--- src/rtl/wb_pkg.sv ---
// Shared types for the write-back port arbiter: entry layout, x0 index and grant encoding.
package wb_pkg;

    localparam int WB_XLEN = 64;
    localparam logic [4:0] REG_ZERO = 5'd0;

    typedef struct packed {
        logic [4:0]         rd;
        logic [WB_XLEN-1:0] data;
    } wb_entry_t;

    typedef enum logic [1:0] {
        GNT_NONE,
        GNT_LD,
        GNT_ALU
    } wb_gnt_e;

endpackage

--- src/rtl/wb_sync_fifo.sv ---
// Small synchronous FIFO with a combinational head view and an occupancy count.
module wb_sync_fifo #(
    parameter int DEPTH = 2,
    parameter int WIDTH = 69
) (
    input  logic                       clk,
    input  logic                       reset,
    input  logic                       push,
    input  logic [WIDTH-1:0]           push_data,
    input  logic                       pop,
    output logic [WIDTH-1:0]           head_data,
    output logic [$clog2(DEPTH+1)-1:0] count
);

    localparam int CW = $clog2(DEPTH + 1);
    localparam int PW = $clog2(DEPTH);

    logic [WIDTH-1:0] mem_q [DEPTH];
    logic [WIDTH-1:0] mem_d [DEPTH];
    logic [PW-1:0]    wr_ptr_q, wr_ptr_d;
    logic [PW-1:0]    rd_ptr_q, rd_ptr_d;
    logic [CW-1:0]    count_q, count_d;

    // Depth is a power of two, so pointer overflow is the wrap.
    always_comb begin
        mem_d    = mem_q;
        wr_ptr_d = wr_ptr_q;
        rd_ptr_d = rd_ptr_q;
        count_d  = count_q;
        if (push) begin
            mem_d[wr_ptr_q] = push_data;
            wr_ptr_d        = wr_ptr_q + PW'(1);
        end
        if (pop) begin
            rd_ptr_d = rd_ptr_q + PW'(1);
        end
        case ({push, pop})
            2'b10:   count_d = count_q + CW'(1);
            2'b01:   count_d = count_q - CW'(1);
            default: count_d = count_q;
        endcase
    end

    always_ff @(posedge clk) begin
        if (reset) begin
            for (int i = 0; i < DEPTH; i++) begin
                mem_q[i] <= '0;
            end
            wr_ptr_q <= '0;
            rd_ptr_q <= '0;
            count_q  <= '0;
        end else begin
            mem_q    <= mem_d;
            wr_ptr_q <= wr_ptr_d;
            rd_ptr_q <= rd_ptr_d;
            count_q  <= count_d;
        end
    end

    assign head_data = mem_q[rd_ptr_q];
    assign count     = count_q;

endmodule

--- src/rtl/wb_port_arbiter.sv ---
// Arbitrates the single register-file write port between load and ALU write-back,
// buffering ALU results and forcing the ALU through after STARVE_LIMIT load wins.
module wb_port_arbiter
    import wb_pkg::*;
#(
    parameter int XLEN         = 64,
    parameter int FIFO_DEPTH   = 2,
    parameter int STARVE_LIMIT = 4
) (
    input  logic                            clk,
    input  logic                            reset,
    input  logic                            alu_valid,
    output logic                            alu_ready,
    input  logic [4:0]                      alu_reg,
    input  logic [XLEN-1:0]                 alu_data,
    input  logic                            ld_valid,
    output logic                            ld_ready,
    input  logic [4:0]                      ld_reg,
    input  logic [XLEN-1:0]                 ld_data,
    output logic                            write_enable,
    output logic [4:0]                      write_reg,
    output logic [XLEN-1:0]                 write_data,
    output logic [$clog2(FIFO_DEPTH+1)-1:0] alu_pending
);

    localparam int PEND_W = $clog2(FIFO_DEPTH + 1);
    localparam int SW     = $clog2(STARVE_LIMIT + 1);
    localparam int EW     = 5 + XLEN;

    logic [EW-1:0]     fifo_head;
    logic [PEND_W-1:0] fifo_count;
    logic              fifo_empty;
    logic              fifo_push;
    logic              fifo_pop;

    logic              alu_in_live;
    logic              alu_cand_valid;
    logic [4:0]        cand_reg;
    logic [XLEN-1:0]   cand_data;
    logic              force_alu;
    wb_gnt_e           gnt;

    logic              write_enable_q, write_enable_d;
    logic [4:0]        write_reg_q, write_reg_d;
    logic [XLEN-1:0]   write_data_q, write_data_d;
    logic [SW-1:0]     starve_cnt_q, starve_cnt_d;

    wb_sync_fifo #(
        .DEPTH (FIFO_DEPTH),
        .WIDTH (EW)
    ) u_alu_fifo (
        .clk       (clk),
        .reset     (reset),
        .push      (fifo_push),
        .push_data ({alu_reg, alu_data}),
        .pop       (fifo_pop),
        .head_data (fifo_head),
        .count     (fifo_count)
    );

    // x0 entries complete their handshake but never become a candidate.
    always_comb begin
        fifo_empty     = (fifo_count == '0);
        alu_ready      = (fifo_count < PEND_W'(FIFO_DEPTH));
        alu_in_live    = alu_valid && alu_ready && (alu_reg != REG_ZERO);
        alu_cand_valid = !fifo_empty || alu_in_live;
        cand_reg       = fifo_empty ? alu_reg  : fifo_head[EW-1 -: 5];
        cand_data      = fifo_empty ? alu_data : fifo_head[XLEN-1:0];
        force_alu      = (starve_cnt_q == SW'(STARVE_LIMIT)) && alu_cand_valid;
        ld_ready       = !force_alu;

        if (force_alu) begin
            gnt = GNT_ALU;
        end else if (ld_valid && (ld_reg != REG_ZERO)) begin
            gnt = GNT_LD;
        end else if (alu_cand_valid) begin
            gnt = GNT_ALU;
        end else begin
            gnt = GNT_NONE;
        end

        // Bypass only when the FIFO is empty, so a buffered head always goes first.
        fifo_push = alu_in_live && !((gnt == GNT_ALU) && fifo_empty);
        fifo_pop  = (gnt == GNT_ALU) && !fifo_empty;

        write_enable_d = 1'b0;
        write_reg_d    = write_reg_q;
        write_data_d   = write_data_q;
        case (gnt)
            GNT_LD: begin
                write_enable_d = 1'b1;
                write_reg_d    = ld_reg;
                write_data_d   = ld_data;
            end
            GNT_ALU: begin
                write_enable_d = 1'b1;
                write_reg_d    = cand_reg;
                write_data_d   = cand_data;
            end
            default: ;
        endcase

        starve_cnt_d = starve_cnt_q;
        if ((gnt == GNT_ALU) || !alu_cand_valid) begin
            starve_cnt_d = '0;
        end else if ((gnt == GNT_LD) && (starve_cnt_q != SW'(STARVE_LIMIT))) begin
            starve_cnt_d = starve_cnt_q + SW'(1);
        end
    end

    always_ff @(posedge clk) begin
        if (reset) begin
            write_enable_q <= 1'b0;
            write_reg_q    <= '0;
            write_data_q   <= '0;
            starve_cnt_q   <= '0;
        end else begin
            write_enable_q <= write_enable_d;
            write_reg_q    <= write_reg_d;
            write_data_q   <= write_data_d;
            starve_cnt_q   <= starve_cnt_d;
        end
    end

    assign write_enable = write_enable_q;
    assign write_reg    = write_reg_q;
    assign write_data   = write_data_q;
    assign alu_pending  = fifo_count;

endmodule
--- config.mk ---
export PLATFORM = sky130hd
export DESIGN_NAME = wb_port_arbiter
export DESIGN_NICKNAME = d
export VERILOG_FILES = /design/src/rtl/wb_pkg.sv /design/src/rtl/wb_sync_fifo.sv /design/src/rtl/wb_port_arbiter.sv
export SDC_FILE = /design/constraint.sdc
export NUM_CORES = 1
export LEC_CHECK = 0
export CORE_AREA = 2 2 141 177
export DETAILED_ROUTE_END_ITERATION = 6
export DIE_AREA = 0 0 143 179
export PLACE_DENSITY = 0.76
export SLEW_MARGIN = 0
export SYNTH_ARGS = -nofsm -noshare
export SYNTH_HDL_FRONTEND = slang
export SYNTH_SLANG_ARGS = --single-unit
--- constraint.sdc ---
create_clock -name clk -period 4.1 [get_ports clk]
set_input_delay 0.41 -clock clk [delete_from_list [all_inputs] [get_ports clk]]
set_output_delay 0.41 -clock clk [all_outputs]
set_load 0.02 [all_outputs]
==> results.py, run 1 <==
metrics = {
    "layout": {
        "n_antenna_cell": 0,
        "final_core_utilization_pct": 56.8,
        "drive_gt1_share_pct": 9.84,
        "fin_nets": 1421,
        "largest_register_ff_count": 138,
        "stdcell_count": 1620,
        "layout_area_growth_over_synthesis_pct": 29.4,
    },
    "job": {
        "cap_violations": 0,
    },
    "die": {
        "core-area_um2": 24100,
        "placement_rows": 64,
        "start_util_pct": 43.9,
        "floorplan.die.width_um": 143,
        "design.die.area_um2": 25600,
        "floorplan.die.height_um": 179,
        "ios": 216,
    },
    "sta": {
        "fin_worst_hold_slack_ns": 0.450,
        "min_period_ns": 2.99,
        "layout_worst_path_cycle_share_pct": 73.0,
        "finalSetupTns_ns": 0,
        "timing_worst_slew_pin_value_ns": 1.05,
        "slew_violations": 0,
        "grt_setup_unrepaired": "false",
        "clock.fmax_ghz": 0.334,
        "worst_clock_skew_ns": 0.00693,
        "setup_viol_count_final": 0,
        "finalHoldViolations": 0,
        "worst_slew_margin_rel_pct": 30.3,
    },
    "global_routing": {
        "grtUsageTotal_pct": 19.8,
        "grt_pass1_vias": 8796,
        "initial_antenna_violation_count": 0,
        "grt_start_max_net_pins": 174,
        "global_route_wire_length_before_repair_um": 42100,
        "globalRouteOverflowTotal": 0,
    },
    "hold_path": {
        "worstHoldPathType": "input port to flop",
    },
    "pwr": {
        "post-layout-total-power_w": 0.00728,
        "ir_worst_vdd_v": 0.000354,
        "lkg_pwr_nw": 5.24,
        "pwr_density_cell_nw_per_um2": 532,
    },
    "clocking": {
        "tritoncts_clock_tree": "done",
        "cts_buffer_depth": 3,
        "cts_post_setup_buffers_inserted": 0,
        "numCtsBuffers": 23,
        "cts-resized-gates": 0,
        "cts.reportedPaths.clkPinSlew_ns": 0.06,
        "cts_num_sinks": 215,
        "holdBufCountCts": 0,
        "cts_max_level": 1,
        "clockRootBuffer": "clkbuf_16",
        "clk-insertion-delay-late_ns": 0.50,
    },
    "routing": {
        "detail_route.first_pass.iterations": 4,
        "route.final.wire_length_um": 25500,
        "ant_nets": 0,
        "detail_route.iter0.violations": 292,
        "wire_per_inst_um": 15.7,
        "drc": 0,
        "detail_route.vias_per_cell": 5.18,
        "detailroute.via_count": 8397,
    },
    "worst_setup_path": {
        "max_stage_delay_ns": 0.46,
        "critPathMaxFanout": 40,
        "critPathArrivalTime_ns": 3.42,
        "classification_of_the_worst_setup_path": "input port to flop",
        "critPathRequiredTime_ns": 4.52,
        "critical_path.cell_chain": "clkdlybuf4s50_1 -> or3_1 -> o311ai_1 -> nor2b_1 -> ha_4 -> a21o_1 -> or3_4 -> buf_12 -> mux2i_1",
        "setup.worst_path.end_class": "flop",
        "worst_setup_path_start_kind": "input port",
        "cp_slowest_cell": "or3_4",
    },
    "placement": {
        "rd_place_congestion": 0.745,
        "hpwlAfterDp_um": 16100,
        "dpl.cell_count": 1580,
        "port_buffers": 215,
    },
    "yosys": {
        "ys_warn_count": 0,
        "synth.lib_cells_used.distinct": 32,
        "synth.yosys.seq_area_share_pct": 40.7,
        "syn-cell-area_um2": 10600,
        "syn-mean-instance-area_um2": 9.43,
        "yosys_register_bits": 215,
        "number_of_cells_produced_by_synthesis": 1122,
        "syn-num-nets": 1268,
    },
    "outcome": {
        "run_status": "completed",
    },
}
critical path, delay by kind of cell:
| kind | cells | cell delay (ns) |
|---|---|---|
| and+or+nand+nor | 3 | 1.17 |
| buffers and inverters | 2 | 0.76 |
| AOI/OAI and AO/OA | 2 | 0.60 |
| muxes | 1 | 0.24 |
| adders and majority gates | 1 | 0.18 |
cell type report:
type / instances / area [um^2]
Clock buffer: 32 / 659
Clock inverter: 8 / 120
Fill cell: 2124 / 10400
Inverter: 72 / 270
Multi-Input combinational cell: 736 / 5610
Sequential cell: 215 / 4310
Tap cell: 330 / 413
Timing Repair Buffer: 227 / 2310
cells in the final DEF, fill, tap and decap left out, types with 2 or more instances in the layout:
cell,netlist,routed
a31oi_1,70,70
nor2b_1,71,70
nor3_1,3,3
mux2i_1,139,139
bufinv_16,0,3
nand2b_1,208,208
clkbuf_16,0,23
o21ai_0,2,2
or2_2,2,2
clkinv_2,0,3
buf_4,0,7
buf_12,0,5
clkbuf_1,77,4
a21oi_1,72,72
nand2_1,4,4
nor2_1,5,4
clkbuf_8,0,5
xnor2_1,3,3
inv_1,72,72
or3_1,4,3
ha_1,4,3
a221oi_1,69,69
mux2_2,69,69
dfxtp_1,215,214
clkinvlp_4,0,2
clkdlybuf4s50_1,0,214
through the flow:
stage               area (um^2)  worst slack, ns
global placement          12900            0.673
global route              13700            0.885
floorplan                 10600             1.11
finish                    13700             1.11
detailed placement        12900            0.556
CTS                       13700             1.09
layer usage:
metal	track usage (%)	vias up	share of wire [%]
met2	36.1	168	50
met3	3.26	32	4.7
met5	0	-	0
met4	4.29	0	1.5
li1	-	4235	-
met1	24.3	3962	44
final timing paths:
| kind | depth (start not counted) | slack (ns) | to | start |
|---|---|---|---|---|
| min | 2 | 0.45 | u_alu_fifo.count[0] | reset |
| max | 9 | 1.11 | u_alu_fifo.mem_q[113] | ld_reg[0] |
| max reg2reg | 6 | 1.43 | u_alu_fifo.mem_q[113] | u_alu_fifo.count[1] |
| min reg2reg | 2 | 0.47 | u_alu_fifo.mem_q[47] | u_alu_fifo.mem_q[47] |
report_power, final:
part | total, W | internal [W] | switching (W) | leakage, nW
Combinational | 0.00245 | 0.00113 | 0.00133 | 3.10
Clock | 0.00214 | 0.00131 | 0.000833 | 0.379
Sequential | 0.00269 | 0.00245 | 0.000234 | 1.77
Total | 0.00728 | 0.00488 | 0.00239 | 5.24
Yosys cell counts, drive strengths merged:
cell type	count	area, um^2
dfxtp	215	4300
nand2b	208	1300
mux2i	139	1390
clkbuf	77	289
a21oi	72	360
inv	72	270
nor2b	71	444
a31oi	70	438
a221oi	69	604
mux2	69	777
buf	22	143
nor2	5	18.8
ha	4	50.1
nand2	4	15.0
nor3	4	25.0
or3	4	25.0
xnor2	3	26.3
o21ai	2	10.0
or2	2	12.5
a21o	1	7.51
and2	1	6.26
and3	1	6.26
nand3	1	5.00
nor4	1	6.26
nor4bb	1	10.0
o211ai	1	7.51
o21a	1	7.51
o311ai	1	8.76
xor2	1	8.76
kinds of logic after synthesis:
group                    after synthesis  share of synthesized area, %
adder cells (fa/ha/maj)                4                         0.473
XOR/XNOR                               4                         0.331
AND/OR/NAND/NOR                      303                          17.7
buffers and inverters                171                          6.64
multiplexers                         208                          20.5
AO/OA/AOI/OAI                        217                          13.6
flip-flops                           215                          40.7
(Power assumes the default switching activity.)
==> run 2: changes to the inputs <==
==> constraint.sdc (replaced) <==
create_clock -name clk -period 3.1 [get_ports clk]
set_input_delay 0.31 -clock clk [delete_from_list [all_inputs] [get_ports clk]]
set_output_delay 0.31 -clock clk [all_outputs]
set_load 0.02 [all_outputs]
==> results.py, run 2 (synthesis gave the netlist of run 1 again) <==
metrics = {
    "outcome": {
        "run_status": "completed",
    },
    "pwr": {
        "post-layout-total-power_w": 0.00959,
        "ir_worst_vdd_v": 0.000450,
        "pwr_density_cell_nw_per_um2": 691,
        "lkg_pwr_nw": 5.37,
    },
    "routing": {
        "route.final.wire_length_um": 26400,
        "detail_route.first_pass.iterations": 4,
        "drc": 0,
        "ant_nets": 0,
        "detail_route.vias_per_cell": 5.24,
        "detailroute.via_count": 8600,
        "wire_per_inst_um": 16.1,
        "detail_route.iter0.violations": 351,
    },
    "worst_setup_path": {
        "crit_start": "u_alu_fifo.count[1]",
        "reg2regPathDepth": 9,
        "critPathMaxFanout": 6,
        "worst-r2r-setup-slack_ns": 0.64,
        "worst_setup_path_start_kind": "flop",
        "critPathCapture": "ld_ready",
        "worst_r2r_startpoint": "u_alu_fifo.count[1]",
        "setup.worst_path.end_class": "output port",
        "critPathRequiredTime_ns": 2.79,
        "classification_of_the_worst_setup_path": "flop to output port",
        "critPathArrivalTime_ns": 2.40,
        "r2r_end": "u_alu_fifo.count[1]",
    },
    "global_routing": {
        "global_route_wire_length_before_repair_um": 43200,
        "initial_antenna_violation_count": 0,
        "globalRouteOverflowTotal": 0,
        "grtUsageTotal_pct": 20.5,
        "grt_pass1_vias": 8806,
        "grt_start_max_net_pins": 89,
    },
    "layout": {
        "final_core_utilization_pct": 57.6,
        "layout_area_growth_over_synthesis_pct": 31.3,
        "fin_nets": 1446,
        "largest_register_ff_count": 138,
        "fin_area_um2": 13900,
        "drive_gt1_share_pct": 11.3,
        "most-common-layout-cells": "clkdlybuf4s50_1, dfxtp_1, nand2b_1",
        "n_antenna_cell": 0,
    },
    "sta": {
        "finalHoldViolations": 0,
        "setup_viol_count_final": 0,
        "finalSetupTns_ns": 0,
        "worst_slew_margin_rel_pct": 40.7,
        "slew_violations": 0,
        "worst_clock_skew_ns": 0.00771,
        "clock.fmax_ghz": 0.369,
        "min_period_ns": 2.71,
        "grt_setup_unrepaired": "false",
        "layout_worst_path_cycle_share_pct": 87.4,
        "timing_worst_slew_pin_value_ns": 0.889,
        "fin_worst_hold_slack_ns": 0.245,
    },
    "placement": {
        "rd_place_congestion": 0.800,
        "hpwlAfterDp_um": 17500,
        "port_buffers": 215,
        "postPlaceCellArea_um2": 13200,
    },
    "die": {
        "core-area_um2": 24100,
        "start_util_pct": 43.9,
        "placement_rows": 64,
        "floorplan.die.height_um": 179,
        "ios": 216,
        "design.die.area_um2": 25600,
        "floorplan.die.width_um": 143,
    },
    "clocking": {
        "cts_num_sinks": 215,
        "numCtsBuffers": 22,
        "holdBufCountCts": 0,
        "cts_max_level": 1,
        "clk-insertion-delay-late_ns": 0.50,
        "cts_buffer_depth": 3,
        "cts.reportedPaths.clkPinSlew_ns": 0.06,
        "tritoncts_clock_tree": "done",
        "clockRootBuffer": "clkbuf_16",
        "cts-resized-gates": 0,
        "cts_post_setup_buffers_inserted": 0,
    },
    "hold_path": {
        "worstHoldPathType": "input port to flop",
    },
    "job": {
        "cap_violations": 0,
    },
}
[run 2: cell types whose count changed in the layout (fill, tap and decap cells not counted)]
cell and delta:
bufinv_16 -2, clkbuf_1 +1, buf_12 +7, clkbuf_8 -1
inv_8 +1, buf_4 +19, clkinv_2 -1, clkinvlp_4 -2
[run 2: per-layer routing]
layer	vias to the layer above	track usage (%)	routed length (um)
met2	197	36.8	13100
met1	4109	25.0	11500
met4	0	7.14	720
li1	4251	-	-
met5	-	0	0
met3	43	2.88	1070
[run 2: final cells by class]
type	instances	area [um^2]
Fill cell	2088	10200
Multi-Input combinational cell	736	5610
Sequential cell	215	4310
Timing Repair Buffer	253	2590
Clock buffer	32	649
Tap cell	330	413
Inverter	72	270
Clock inverter	4	51.3
[run 2: how the worst min path moves through the flow]
stage / slack, ns / end / cells after the start / startpoint
floorplan: 0.45 / u_alu_fifo.mem_q[0] / 2 / u_alu_fifo.mem_q[0]
global placement: 0.45 / u_alu_fifo.mem_q[39] / 2 / u_alu_fifo.mem_q[39]
CTS: 0.23 / u_alu_fifo.rd_ptr_q / 2 / reset
finish: 0.24 / u_alu_fifo.rd_ptr_q / 2 / reset
global route: 0.26 / u_alu_fifo.rd_ptr_q / 2 / reset
detailed placement: 0.46 / u_alu_fifo.mem_q[24] / 2 / u_alu_fifo.mem_q[24]
[run 2: through the flow]
| stage | setup slack (ns) | cells |
|---|---|---|
| 2_1_floorplan | 0.108 | 1122 |
| 5_1_grt | 0.308 | 1642 |
| 3_3_place_gp | 0.198 | 1606 |
| 3_5_place_dp | 0.162 | 1606 |
| 6_report | 0.391 | 1642 |
| 4_1_cts | 0.357 | 1642 |
[run 2: report_power, final]
part           switching (W)  internal, W  total (W)
Combinational        0.00182      0.00162    0.00343
Clock                0.00109      0.00153    0.00262
Sequential          0.000298      0.00324    0.00354
Total                0.00320      0.00639    0.00959
[run 2: worst max-delay path, cell delays in order (launching register included)]
cell and delay [ns]:
dfxtp_1 0.40, nand2b_1 0.27, o21a_1 0.25, buf_4 0.16
or2_2 0.28, clkdlybuf4s50_1 0.55
==> run 3: changes to the inputs <==
--- a/config.mk
+++ b/config.mk
@@ -13,3 +13,4 @@
 export SYNTH_ARGS = -nofsm -noshare
 export SYNTH_HDL_FRONTEND = slang
 export SYNTH_SLANG_ARGS = --single-unit
+export TNS_END_PERCENT = 1
==> results of run 3 <==
The final DEF is identical to that of run 2; final timing and power are the same.
==> patch 1 (config.mk and constraints of run 2) <==
`REG_ZERO`: 5'd0 -> 5'd1.
--- a/src/rtl/wb_pkg.sv
+++ b/src/rtl/wb_pkg.sv
@@ -2,7 +2,7 @@
 package wb_pkg;
 
     localparam int WB_XLEN = 64;
-    localparam logic [4:0] REG_ZERO = 5'd0;
+    localparam logic [4:0] REG_ZERO = 5'd1;
 
     typedef struct packed {
         logic [4:0]         rd;
Behaviour: not the same (Yosys sat finds a counterexample within 4 cycles, from zero or initial values and one cycle with reset high).
==> patch 1 against run 2 <==
- via count shrank 0.47%
- fmax grew 0.84%
- count of clock-buffer cells in the layout grew 5
- synthesized area is essentially flat
- power is essentially flat
- worst setup slack gained 0.023 ns
- design area is essentially flat
- sequential cell count is the same
- wire length shrank 1.4%
- highest routed layer unchanged
==> patch 1: results <==
{
  "drt_iter0_drc": 290,
  "worst_pin_slew_ns": 0.8877,
  "cts_made_buffers": 23,
  "antenna_found_initial": 0,
  "track_usage_pct": 19.60,
  "diodes": 0,
  "holdCritPathClass": "in -> reg",
  "yosys-top-cells-count": "dfxtp_1 (215), nand2b_1 (208), mux2i_1 (139), clkbuf_1 (77)",
  "drive_gt1_share_pct": 11.43,
  "htreeDepth": 1,
  "ys_types": 35,
  "synthTopCellsByArea": "dfxtp_1 (41%), mux2i_1 (13%), nand2b_1 (12%)",
  "worstReg2RegEnd": "u_alu_fifo.count[1]$_SDFFE_PP0P_",
  "cts_setup_buffers": 0,
  "min_from": "reset",
  "grt_pass1_wl_mm": 41.89,
  "r2r.worst_path.cells": 7,
  "ys_seq_area_share_pct": 40.66,
  "clockRootBuffer": "clkbuf_16",
  "insertion_delay_ns": 0.51,
  "r2r_start": "u_alu_fifo.count[1]$_SDFFE_PP0P_",
  "max_freq_ghz": 0.3722,
  "async_flop_share_pct": 0,
  "largest_reg_flops": 138,
  "crit_fanout": 4,
  "vias": 8560,
  "min_to": "u_alu_fifo.rd_ptr_q$_SDFFE_PP0P_",
  "place.gp.congestion": 0.7639,
  "hpwl_mm": 17.08,
  "yosysWarnings": 0,
  "cts_buffer_depth": 3,
  "whs_ns": 0.3064,
  "first_pass_iters": 4,
  "grt_max_degree": 117,
  "portBuffers": 215,
  "whs_path_depth": 2,
  "cp.arrival_ns": 2.38,
  "ctsResizeCount": 0,
  "clk_pin_slew_ns": 0.06,
  "grt_pass1_vias": 8712,
  "pre_cts_ws_ns": 0.03149,
  "synthesis.nets": 1267,
  "overflow": 0,
  "fin_skew_ns": 0.01907,
  "ir_worst_vdd_uv": 798.3,
  "final_nets": 1441,
  "fillers": 2135,
  "wl_mm": 26.03,
  "leakage_nw": 5.360,
  "status": "finished clean",
  "r2r_slack_ns": 0.77
}
[patch 1: cell types whose count changed after synthesis, sizes merged]
cell | before | now
or3 | 4 | 3
or3b | 0 | 1
nor3 | 4 | 3
nor4 | 1 | 2
nor2 | 5 | 4
[patch 1: logic make-up (layout without fill, tap and decap cells)]
| logic type | after synthesis | count (layout) | synth area share (%) |
|---|---|---|---|
| fa+ha+maj | 4 | 4 | 0.4728 |
| compound gates | 217 | 217 | 13.71 |
| mux | 208 | 208 | 20.48 |
| simple gates | 302 | 302 | 17.74 |
| flops | 215 | 215 | 40.66 |
| buf+inv | 171 | 362 | 6.607 |
| xor+xnor | 4 | 4 | 0.3310 |
[patch 1: area by class of cell]
class | instances | area, sq um | share of cell area (%)
Multi-Input combinational cell | 735 | 5618 | 40.46
Tap cell | 330 | 412.9 | 2.974
Inverter | 72 | 270.3 | 1.946
Clock inverter | 5 | 30.03 | 0.2163
Timing Repair Buffer | 248 | 2539 | 18.28
Sequential cell | 215 | 4308 | 31.02
Clock buffer | 37 | 708.2 | 5.100
[patch 1: metrics by stage]
stage / instances / instance area (sq um)
after detailed placement: 1600 / 13150
after global routing: 1642 / 13890
after floorplan: 1121 / 10590
final: 1642 / 13890
after CTS: 1642 / 13890
after global placement: 1600 / 13150
[patch 1: where the power goes]
group / switching [mW] / total, mW / internal (mW)
clock: 1.11 / 2.67 / 1.56
combinational: 1.81 / 3.39 / 1.58
sequential: 0.280 / 3.52 / 3.24
[patch 1: worst max-delay path by stage]
stage,cells past startpoint,endpoint,startpoint
after global placement,9,u_alu_fifo.count[1]$_SDFFE_PP0P_,ld_reg[2]
after global routing,7,ld_ready,alu_reg[4]
final,7,ld_ready,alu_reg[4]
after floorplan,11,u_alu_fifo.count[1]$_SDFFE_PP0P_,u_alu_fifo.count[1]$_SDFFE_PP0P_
after detailed placement,9,write_data[38]$_SDFFE_PP0P_,ld_reg[0]
after CTS,7,ld_ready,alu_reg[4]
[patch 1: critical path, stage by stage]
cell,delay [ns]
clkdlybuf4s50_1,0.49
nor4_1,0.35
and2_1,0.21
o21a_1,0.17
buf_4,0.14
or2_2,0.10
clkdlybuf4s50_1,0.60
[patch 1: per-layer routing]
metal  track usage (%)  wire (um)
met1             24.99      11420
met2             34.67      12870
met3             2.324       1135
met4             5.776        606
met5                 0          0
==> patch 2 (config.mk and constraints of run 2) <==
Made on the original files. Reset style: asynchronous (`reset`), changed in 2 clocked blocks.
--- a/src/rtl/wb_sync_fifo.sv
+++ b/src/rtl/wb_sync_fifo.sv
@@ -41,7 +41,7 @@
         endcase
     end
 
-    always_ff @(posedge clk) begin
+    always_ff @(posedge clk or posedge reset) begin
         if (reset) begin
             for (int i = 0; i < DEPTH; i++) begin
                 mem_q[i] <= '0;
--- a/src/rtl/wb_port_arbiter.sv
+++ b/src/rtl/wb_port_arbiter.sv
@@ -108,7 +108,7 @@
         end
     end
 
-    always_ff @(posedge clk) begin
+    always_ff @(posedge clk or posedge reset) begin
         if (reset) begin
             write_enable_q <= 1'b0;
             write_reg_q    <= '0;
Check against the original RTL: differs if reset is asserted again (counterexample within 4 cycles, from zero or initial values and one cycle with reset high); with reset held inactive, the same outputs for 4 cycles.
==> patch 2 against run 2 <==
- synthesized area down 4.5%
- worst setup slack worse by 0.082 ns
- fmax shrank 2.9%
- power rose by 54%
- global-route usage down 1.0 points
- wire length fell by 5.8%
- clock skew up 0.0016 ns
- non-clock buffer count shrank 3
- sequential cell count unchanged
- via count decreased by 16%
- critical path depth up 6
- design area decreased by 1.4%
- clock power rose by 18%
- first-iteration DRC count up 3.4%
- largest cell class is now registers
- highest routed layer unchanged
==> patch 2: results <==
{
  "ys_types": 36,
  "grt_pass1_vias": 7637,
  "drt_iter0_drc": 363,
  "max_stage_delay_ns": 0.53,
  "vias": 7219,
  "synthesis.nets": 956,
  "crit_fanout": 32,
  "wl_mm": 24.88,
  "cp.arrival_ns": 3.18,
  "seq_cell_count": 215,
  "syn_area_per_cell_sq_um": 12.47,
  "stdcell_count": 1360,
  "layout.comb_gates.multi_input": 520,
  "buffers": 250,
  "fin_skew_ns": 0.009322,
  "slew_headroom_pct": 29.02,
  "pwr-share-clk_pct": 20.8,
  "r2r_slack_ns": 0.57,
  "ir_worst_vdd_uv": 632.3,
  "holdCritPathClass": "in -> async",
  "clkbuf_count": 25,
  "status": "finished clean",
  "grt_pass1_wl_mm": 39.95,
  "met1_length_mm": 10.45,
  "async_flop_share_pct": 100.0,
  "synthTopCellsByArea": "dfrtp_1 (53%), mux2_2 (14%), mux2i_1 (6.9%)",
  "critical-path-top-delay-family": "simple AND/OR/NAND/NOR gates",
  "hpwl_mm": 16.75,
  "use_met3_pct": 2.671,
  "pg_clk_mw": 3.08,
  "drive_gt1_share_pct": 21.46,
  "multi_input_area_sq_mm": 0.004423,
  "worstReg2RegEnd": "write_data[59]$_DFFE_PP0P_",
  "dp.cells": 1320,
  "p_int_mw": 9.679,
  "yosys-top-cells-count": "dfrtp_1 (215), mux2_2 (128), nor2_1 (71), mux2i_1 (70)",
  "final_nets": 1160,
  "pre_cts_ws_ns": -0.1463,
  "use_met1_pct": 24.28,
  "track_usage_pct": 19.48,
  "ys_seq_area_share_pct": 53.26,
  "buffer_area_share_pct": 19.00,
  "seq_area_sq_mm": 0.005384
}
==> patch 2: cell types whose count changed in the layout (fill, tap and decap cells not counted), sizes merged, moves of 68 or more <==
cell,before,now
nand2b,208,1
dfxtp,215,0
mux2,69,138
nor3b,0,68
a221o,0,68
mux2i,139,70
a221oi,69,0
dfrtp,0,215
a31oi,70,1
==> patch 2: per-stage QoR <==
| step | cell area, sq um | util [%] |
|---|---|---|
| after floorplan | 10110 | - |
| after global placement | 12840 | 53.29 |
| after detailed placement | 12840 | 53.29 |
| after CTS | 13700 | 56.83 |
| after global routing | 13700 | 56.83 |
| final | 13700 | 56.83 |
==> patch 2: worst max path at each step <==
stage	startpoint	end	slack, ns	cells after the start
after global routing	alu_reg[1]	u_alu_fifo.mem_q[79]$_DFFE_PP0P_	0.23	11
after global placement	alu_reg[1]	u_alu_fifo.mem_q[84]$_DFFE_PP0P_	-0.09	11
after detailed placement	alu_reg[1]	u_alu_fifo.mem_q[79]$_DFFE_PP0P_	-0.15	11
after floorplan	u_alu_fifo.count[0]$_DFFE_PP0P_	write_data[10]$_DFFE_PP0P_	-0.05	12
final	alu_reg[4]	u_alu_fifo.mem_q[82]$_DFFE_PP0P_	0.31	11
after CTS	alu_reg[4]	ld_ready	0.33	6
==> patch 2: cell families (layout without fill, tap and decap cells) <==
kind of cell / Yosys count / count (layout) / synth area share (%)
simple gates: 159 / 159 / 8.930
xor+xnor: 6 / 6 / 0.5202
flops: 215 / 215 / 53.26
buf+inv: 75 / 295 / 3.344
mux: 208 / 208 / 22.69
fa+ha+maj: 4 / 4 / 0.4954
compound gates: 143 / 143 / 10.76
